[config.mk]
export PLATFORM = sky130hd
export DESIGN_NAME = aes_cypher_fsm_flat
export DESIGN_NICKNAME = d
export VERILOG_FILES = /design/src/rtl/aes_cypher_fsm_if.sv /design/src/rtl/aes_cypher_fsm.sv /design/src/flat_wrapper.sv
export SDC_FILE = /design/constraint.sdc
export NUM_CORES = 2
export LEC_CHECK = 0
export ABC_AREA = 1
export CAP_MARGIN = 20
export CELL_PAD_IN_SITES_DETAIL_PLACEMENT = 1
export CELL_PAD_IN_SITES_GLOBAL_PLACEMENT = 2
export CORE_UTILIZATION = 40
export DETAILED_ROUTE_END_ITERATION = 8
export PLACE_DENSITY_LB_ADDON = 0.15
export RECOVER_POWER = 50
export SYNTH_ARGS = -nofsm -noshare
export SYNTH_HDL_FRONTEND = slang
export SYNTH_SLANG_ARGS = --single-unit
[constraint.sdc]
create_clock -name clk -period 29.3 [get_ports clk]
set_clock_uncertainty 0.15 [all_clocks]
set_input_delay 4.395 -clock clk [delete_from_list [all_inputs] [get_ports clk]]
set_output_delay 4.395 -clock clk [all_outputs]
set_load 0.05 [all_outputs]
[src/rtl/aes_cypher_fsm_if.sv]
// Tile-side signal bundle for the byte-serial AES-128 core.
// The bench drives through master; the core sits on slave.
interface aes_cypher_fsm_if;
    logic       ena;
    logic [7:0] ui_in;
    logic [7:0] uio_in;
    logic [7:0] uo_out;
    logic [7:0] uio_out;
    logic [7:0] uio_oe;
    logic [2:0] fsm_state;

    modport master (
        output ena, ui_in, uio_in,
        input  uo_out, uio_out, uio_oe, fsm_state
    );

    modport slave (
        input  ena, ui_in, uio_in,
        output uo_out, uio_out, uio_oe, fsm_state
    );
endinterface

[src/rtl/aes_cypher_fsm.sv]
// Byte-serial AES-128 encryption core behind a TinyTapeout-style tile interface.
// One shared S-box serves SubBytes and the on-the-fly key schedule.
module aes_cypher_fsm (
    input  logic            clk,
    input  logic            rst,
    aes_cypher_fsm_if.slave bus
);
    typedef enum logic [2:0] {
        S_IDLE      = 3'd0,
        S_ARK0      = 3'd1,
        S_SUB       = 3'd2,
        S_SHIFT_MIX = 3'd3,
        S_ARK       = 3'd4,
        S_DONE      = 3'd5
    } fsm_t;

    fsm_t state, state_next;

    // Strobe protocol: every uio_in control bit is a level sampled on each rising
    // clk edge with ena=1; a byte write is taken whenever its strobe is high and
    // busy=0, start is taken only when busy=0 and then drops any same-cycle write,
    // and rd steps the readout pointer once per sampled cycle while done=1.
    logic wr_key, wr_data, start, rd, disp_sel;
    logic unused_uio;
    assign wr_key     = bus.uio_in[0];
    assign wr_data    = bus.uio_in[1];
    assign start      = bus.uio_in[2];
    assign rd         = bus.uio_in[3];
    assign disp_sel   = bus.uio_in[4];
    assign unused_uio = ^bus.uio_in[7:5];

    logic [7:0] key [16];
    logic [7:0] st  [16];
    logic [7:0] wk  [16];
    logic [7:0] tmp [4];
    logic [3:0] kptr, dptr, rd_ptr, rnd;
    logic [4:0] cnt;
    logic       busy, done, go;

    assign busy = (state == S_ARK0) || (state == S_SUB) ||
                  (state == S_SHIFT_MIX) || (state == S_ARK);
    assign done = (state == S_DONE);
    assign go   = bus.ena && start && !busy;

    function automatic logic [7:0] xtime(input logic [7:0] b);
        return {b[6:0], 1'b0} ^ (b[7] ? 8'h1b : 8'h00);
    endfunction

    function automatic logic [7:0] gmul(input logic [7:0] a, input logic [7:0] b);
        logic [7:0] p, x;
        p = 8'h00;
        x = a;
        for (int i = 0; i < 8; i++) begin
            if (b[i]) p = p ^ x;
            x = xtime(x);
        end
        return p;
    endfunction

    // Multiplicative inverse as b^254 (product of b^2..b^128), then the affine map.
    function automatic logic [7:0] sbox(input logic [7:0] b);
        logic [7:0] sq, inv;
        sq  = b;
        inv = 8'h01;
        for (int i = 1; i < 8; i++) begin
            sq  = gmul(sq, sq);
            inv = gmul(inv, sq);
        end
        return inv ^ {inv[6:0], inv[7]} ^ {inv[5:0], inv[7:6]} ^
               {inv[4:0], inv[7:5]} ^ {inv[3:0], inv[7:4]} ^ 8'h63;
    endfunction

    function automatic logic [7:0] rcon(input logic [3:0] r);
        case (r)
            4'd1:    return 8'h01;
            4'd2:    return 8'h02;
            4'd3:    return 8'h04;
            4'd4:    return 8'h08;
            4'd5:    return 8'h10;
            4'd6:    return 8'h20;
            4'd7:    return 8'h40;
            4'd8:    return 8'h80;
            4'd9:    return 8'h1b;
            4'd10:   return 8'h36;
            default: return 8'h00;
        endcase
    endfunction

    function automatic logic [6:0] seg7(input logic [3:0] d);
        case (d)
            4'h0:    return 7'h3F;
            4'h1:    return 7'h06;
            4'h2:    return 7'h5B;
            4'h3:    return 7'h4F;
            4'h4:    return 7'h66;
            4'h5:    return 7'h6D;
            4'h6:    return 7'h7D;
            4'h7:    return 7'h07;
            4'h8:    return 7'h7F;
            4'h9:    return 7'h6F;
            4'hA:    return 7'h77;
            default: return 7'h40;
        endcase
    endfunction

    // SUB steps 0..15 substitute the state; steps 16..19 feed RotWord(w3) to the S-box.
    logic [1:0] kj;
    logic [7:0] sbox_in, sbox_out;
    always_comb begin
        kj = cnt[1:0] + 2'd1;
        if (!cnt[4]) sbox_in = st[cnt[3:0]];
        else         sbox_in = wk[{2'b11, kj}];
        sbox_out = sbox(sbox_in);
    end

    logic [7:0] sr [16];
    always_comb begin
        for (int c = 0; c < 4; c++) begin
            for (int r = 0; r < 4; r++) begin
                sr[4*c + r] = st[4*((c + r) % 4) + r];
            end
        end
    end

    logic [7:0] mc [16];
    always_comb begin
        for (int c = 0; c < 4; c++) begin
            if (rnd == 4'd10) begin
                for (int r = 0; r < 4; r++) mc[4*c + r] = sr[4*c + r];
            end else begin
                mc[4*c]     = xtime(sr[4*c])   ^ xtime(sr[4*c+1]) ^ sr[4*c+1] ^ sr[4*c+2] ^ sr[4*c+3];
                mc[4*c + 1] = xtime(sr[4*c+1]) ^ xtime(sr[4*c+2]) ^ sr[4*c+2] ^ sr[4*c+3] ^ sr[4*c];
                mc[4*c + 2] = xtime(sr[4*c+2]) ^ xtime(sr[4*c+3]) ^ sr[4*c+3] ^ sr[4*c]   ^ sr[4*c+1];
                mc[4*c + 3] = xtime(sr[4*c+3]) ^ xtime(sr[4*c])   ^ sr[4*c]   ^ sr[4*c+1] ^ sr[4*c+2];
            end
        end
    end

    // Next round key: each row is a running XOR down the columns, seeded by the g() word.
    logic [7:0] nk [16];
    logic [7:0] nk_acc;
    always_comb begin
        nk_acc = 8'h00;
        for (int r = 0; r < 4; r++) begin
            nk_acc = wk[r] ^ tmp[r] ^ ((r == 0) ? rcon(rnd) : 8'h00);
            nk[r]  = nk_acc;
            for (int c = 1; c < 4; c++) begin
                nk_acc       = nk_acc ^ wk[4*c + r];
                nk[4*c + r]  = nk_acc;
            end
        end
    end

    always_ff @(posedge clk) begin
        if (rst)           state <= S_IDLE;
        else if (bus.ena)  state <= state_next;
    end

    always_comb begin
        state_next = state;
        case (state)
            S_IDLE:      if (start) state_next = S_ARK0;
            S_ARK0:      state_next = S_SUB;
            S_SUB:       if (cnt == 5'd19) state_next = S_SHIFT_MIX;
            S_SHIFT_MIX: state_next = S_ARK;
            S_ARK:       state_next = (rnd == 4'd10) ? S_DONE : S_SUB;
            S_DONE: begin
                if (start)        state_next = S_ARK0;
                else if (wr_data) state_next = S_IDLE;
            end
            default:     state_next = S_IDLE;
        endcase
    end

    always_ff @(posedge clk) begin
        if (rst) begin
            for (int i = 0; i < 16; i++) begin
                key[i] <= 8'h00;
                st[i]  <= 8'h00;
                wk[i]  <= 8'h00;
            end
            for (int i = 0; i < 4; i++) tmp[i] <= 8'h00;
            kptr   <= 4'd0;
            dptr   <= 4'd0;
            rd_ptr <= 4'd0;
            rnd    <= 4'd0;
            cnt    <= 5'd0;
        end else if (bus.ena) begin
            if (go) begin
                kptr   <= 4'd0;
                dptr   <= 4'd0;
                rd_ptr <= 4'd0;
                rnd    <= 4'd0;
                cnt    <= 5'd0;
                for (int i = 0; i < 16; i++) wk[i] <= key[i];
            end else if (!busy) begin
                if (wr_key) begin
                    key[kptr] <= bus.ui_in;
                    kptr      <= kptr + 4'd1;
                end
                if (wr_data) begin
                    st[dptr] <= bus.ui_in;
                    dptr     <= dptr + 4'd1;
                end
                if (rd && done) rd_ptr <= rd_ptr + 4'd1;
            end
            case (state)
                S_ARK0: begin
                    for (int i = 0; i < 16; i++) st[i] <= st[i] ^ wk[i];
                    rnd <= 4'd1;
                    cnt <= 5'd0;
                end
                S_SUB: begin
                    if (!cnt[4]) st[cnt[3:0]] <= sbox_out;
                    else         tmp[cnt[1:0]] <= sbox_out;
                    cnt <= cnt + 5'd1;
                end
                S_SHIFT_MIX: begin
                    for (int i = 0; i < 16; i++) begin
                        st[i] <= mc[i];
                        wk[i] <= nk[i];
                    end
                end
                S_ARK: begin
                    for (int i = 0; i < 16; i++) st[i] <= st[i] ^ wk[i];
                    cnt <= 5'd0;
                    if (rnd != 4'd10) rnd <= rnd + 4'd1;
                end
                default: ;
            endcase
        end
    end

    logic [6:0] seg;
    always_comb begin
        if (state == S_IDLE) seg = 7'h40;
        else if (done)       seg = 7'h5E;
        else                 seg = seg7(rnd);
        if (disp_sel)  bus.uo_out = {done, seg};
        else if (done) bus.uo_out = st[rd_ptr];
        else           bus.uo_out = 8'h00;
        bus.uio_out   = {1'b0, done, busy, 5'b00000};
        bus.uio_oe    = 8'hE0;
        bus.fsm_state = state;
    end
endmodule

[src/flat_wrapper.sv]
// flat-port wrapper written by rule: the top's interface ports become plain ports
module aes_cypher_fsm_flat 
  (clk, rst, bus_ena, bus_ui_in, bus_uio_in, bus_uo_out, bus_uio_out, bus_uio_oe, bus_fsm_state);
  aes_cypher_fsm_if bus_i ();
  input  logic clk;
  input  logic rst;
  input wire logic [$bits(bus_i.ena)-1:0] bus_ena;
  input wire logic [$bits(bus_i.ui_in)-1:0] bus_ui_in;
  input wire logic [$bits(bus_i.uio_in)-1:0] bus_uio_in;
  output wire logic [$bits(bus_i.uo_out)-1:0] bus_uo_out;
  output wire logic [$bits(bus_i.uio_out)-1:0] bus_uio_out;
  output wire logic [$bits(bus_i.uio_oe)-1:0] bus_uio_oe;
  output wire logic [$bits(bus_i.fsm_state)-1:0] bus_fsm_state;
  assign bus_i.ena = bus_ena;
  assign bus_i.ui_in = bus_ui_in;
  assign bus_i.uio_in = bus_uio_in;
  assign bus_uo_out = bus_i.uo_out;
  assign bus_uio_out = bus_i.uio_out;
  assign bus_uio_oe = bus_i.uio_oe;
  assign bus_fsm_state = bus_i.fsm_state;
  aes_cypher_fsm u_core (.clk(clk), .rst(rst), .bus(bus_i));
endmodule
==> results.yml <==
global_routing:
  grt_usage: 0.3291
  grt_max_degree: 131
  grt_remaining_overflow: 0
  antenna_found_initial: 8
  grt_pass1_vias: 51445
  grt_pass1_wl_mm: 326.4
layout:
  fillers: 16635
  finalNetCount: 7509
  seq_area_mm2: 0.01344
  multiInputGateArea_mm2: 0.03292
  drive_above_1_share: 0.08944
  area_growth_pct: 4.150
  final_area_mm2: 0.05360
placed_design:
  placed_cell_area_mm2: 0.05187
  hpwl_mm: 167.1
  port-buffer-count: 28
  pre_cts_ws_ns: 9.892
  globalplace.congestion: 0.9866
timing:
  tightest_slew_ns: 3.399
  worst_slack_ns: 9.801
  relSlewSlack: -1.266
  post-route-min-period_ns: 19.50
  setup_tns_ns: 0
  max_freq_mhz: 51.29
  slew_viol_final: 240
  final-hold-violation-count: 0
  finalCritPeriodShare: 0.6655
  setup_viol: 0
  rsz0062_at_grt: "false"
worst_setup_path:
  r2r_slack_ns: 9.80
  cp-start-kind: "register"
  endpoint_kind: "register"
  crit_top_cell: "nand2_1"
  worstSetupPathType: "register to register"
  worst-path-buf-inv: 19
  required_ns: 29.53
  path_max_fanout: 33
  crit_path_max_incr_delay_ns: 0.71
  critPathSlowestCell: "xor2_2"
  rr_endpoint: "u_core.st[1][6]$_DFFE_PP_"
  reg2regPathDepth: 110
  path_delay_family: "simple AND/OR/NAND/NOR gates"
  critPathArrivalTime_ns: 19.73
min_path:
  hold_start: "u_core.dptr[0]$_SDFFE_PP0P_"
  hp-class: "register to register"
  min_path_cells: 2
  worstHoldEndpoint: "u_core.dptr[0]$_SDFFE_PP0P_"
clock_tree:
  clk_path_buf_depth: 3
  clkLatencyLatePin_ns: 0.66
  cts_htree_levels: 2
  hold_buffers: 0
  numCtsBuffers: 54
  clkSinkCount: 463
  postCtsSetupBuffers: 0
  path_clk_slew_ns: 0.06
  root_buffer: "clkbuf_16"
  ctsResizeCount: 0
  cts_tree: "done"
run_status:
  status: "finished with violations"
  violations: "max-capacitance violations, max-slew violations"
die:
  die_x_um: 360.7
  start_util: 0.4035
  core_area_mm2: 0.1275
  core.rowCount: 131
  die_y_um: 360.7
  dieArea_mm2: 0.1301
  ios: 46
yosys:
  synth_cells: 7701
  synth.area.top_cells: "edfxtp_1 24%, nand2_1 18%, nand3_1 9.9%"
  synth_top_family_by_area: "simple AND/OR/NAND/NOR gates"
  synthAdderAreaFrac: 0.005592
  synth_area_mm2: 0.05146
  synth_compound_area_frac: 0.08327
  yosysSeqAreaShare: 0.2610
  synth.largest_area_cell: "edfxtp_1"
  synth_top_area_frac: 0.2427
  muxShareOfSynthArea: 0
  synth_cell_types: 79
  synth_edf_count: 416
  synth_xor_area_frac: 0.1566
  synth_simple_gate_area_frac: 0.3926
  async_reset_ff_frac: 0
  synth-main-ff-cell: "edfxtp_1"
  avgSynthCellArea_um2: 6.682
  ys_ff_latch: 463
  yosys_warnings: 0
routing:
  drt_first_pass_iters: 5
  final_antenna_net_count: 0
  wl_per_cell_um: 23.99
  drc: 0
  viasPerCell: 5.710
  drt_iter0_drc: 4784
  drt-total-wl_mm: 220.2
  vias: 52398
flow_run:
  cap_violations: 5
[metrics by stage]
| step | cells | hold WS [ns] | utilization |
|---|---|---|---|
| 4_1_cts | 9174 | 0.3690 | 0.4205 |
| 2_1_floorplan | 7713 | 0.3216 | - |
| 6_report | 9177 | 0.3718 | 0.4203 |
| 5_1_grt | 9175 | 0.4015 | 0.4203 |
| 3_5_place_dp | 9072 | 0.3588 | 0.4067 |
| 3_3_place_gp | 9072 | 0.3497 | 0.4067 |
[kinds of logic after synthesis]
kind of cell               after synthesis
and+or+nand+nor                       4509
buffers and inverters                 1092
xor gates and xnor gates               879
AOI/OAI and AO/OA                      733
DFF                                    463
adders and majority gates               23
other                                    2
[synth_stat cells (5+ instances only)]
| cell | number |
|---|---|
| inv_2 | 76 |
| nand3_2 | 48 |
| o311ai_0 | 5 |
| nand3_1 | 1015 |
| xor2_2 | 18 |
| ha_1 | 23 |
| xnor2_1 | 381 |
| nand3_4 | 6 |
| nand3b_1 | 50 |
| nand2_4 | 57 |
| clkinv_1 | 32 |
| a22oi_1 | 13 |
| or2_2 | 26 |
| buf_2 | 48 |
| clkbuf_1 | 200 |
| o211ai_1 | 46 |
| buf_4 | 32 |
| nor3_1 | 18 |
| o21ai_1 | 26 |
| a32o_1 | 27 |
| nand4_1 | 58 |
| nand2_1 | 2416 |
| nor2_1 | 533 |
| o221ai_1 | 30 |
| xor2_4 | 7 |
| edfxtp_1 | 416 |
| inv_4 | 13 |
| o31ai_1 | 26 |
| a21oi_1 | 150 |
| clkbuf_8 | 32 |
| buf_8 | 7 |
| buf_1 | 18 |
| a32oi_1 | 6 |
| or2_1 | 9 |
| inv_1 | 577 |
| nor2_2 | 19 |
| o22ai_1 | 20 |
| nand2_2 | 233 |
| buf_6 | 43 |
| o21bai_1 | 8 |
| xor2_1 | 463 |
| dfxtp_1 | 47 |
| o21ai_0 | 356 |
| xnor2_2 | 8 |
[state kept, by name, indices dropped and copies added, names as in the netlist, named ones only]
register	count
u_core.rd_ptr	4
u_core.dptr	4
u_core.key	128
u_core.tmp	32
u_core.cnt	5
u_core.bus.fsm_state	3
u_core.rnd	4
u_core.wk	128
u_core.kptr	4
u_core.st	128
[worst reg2reg max path, delay by kind of cell (launching register included)]
kind / cells / cell delay [ns]
AND/OR/NAND/NOR: 80 / 11.31
buffers and inverters: 19 / 3.48
XOR/XNOR: 8 / 2.72
adder cells (fa/ha/maj): 3 / 1.26
flip-flops: 1 / 0.31
[cells in the final DEF, fill, tap and decap left out, types with 27 or more instances in the layout]
master / instances
a21oi_1: 150
nand2_4: 57
a32o_1: 27
nand3_2: 48
nand3b_1: 50
clkinv_1: 44
o221ai_1: 30
nor2_1: 529
nand2_1: 2416
o21ai_0: 354
o211ai_1: 46
xor2_1: 463
xnor2_1: 381
buf_4: 54
dfxtp_1: 45
nand3_1: 1014
nand2_2: 233
nand4_1: 58
clkbuf_16: 56
inv_2: 77
edfxtp_1: 416
o21ai_1: 28
inv_1: 573
[final cells by class]
| cell class | count | share of cell area |
|---|---|---|
| flip-flops and latches | 463 | 0.2507 |
| well taps | 1662 | 0.03880 |
| clock buffers | 74 | 0.02778 |
| inverters | 701 | 0.05003 |
| repair buffers | 89 | 0.01347 |
| multi-input cells | 6158 | 0.6142 |
| clock inverters | 28 | 0.004926 |
| diodes | 2 | 0.00009338 |
[metal layers]
layer | wire (µm) | part of all wire | global-route usage | vias to the layer above
met1 | 94190 | 0.43 | 0.4416 | 25778
met2 | 98760 | 0.45 | 0.5310 | 1823
met5 | 34 | 0.00015 | 0 | -
met4 | 8563 | 0.039 | 0.1178 | 6
li1 | - | - | - | 24411
met3 | 18600 | 0.085 | 0.05348 | 380
[worst max-delay path by stage]
stage / cells past startpoint / endpoint / slack (ns) / from
after floorplan: 109 / u_core.st[2][7]$_DFFE_PP_ / 15.94 / u_core.cnt[0]$_SDFFE_PP0P_
after global placement: 110 / u_core.st[7][6]$_DFFE_PP_ / 10.40 / register
after detailed placement: 109 / u_core.st[1][6]$_DFFE_PP_ / 9.89 / register
after CTS: 109 / u_core.st[1][6]$_DFFE_PP_ / 9.85 / register
after global routing: 110 / u_core.st[1][6]$_DFFE_PP_ / 8.26 / register
final: 110 / u_core.st[1][6]$_DFFE_PP_ / 9.80 / register
Power is left out: the tool's default activity adds up to more than one toggle a clock period on the data nets, which glitch-free logic cannot reach.
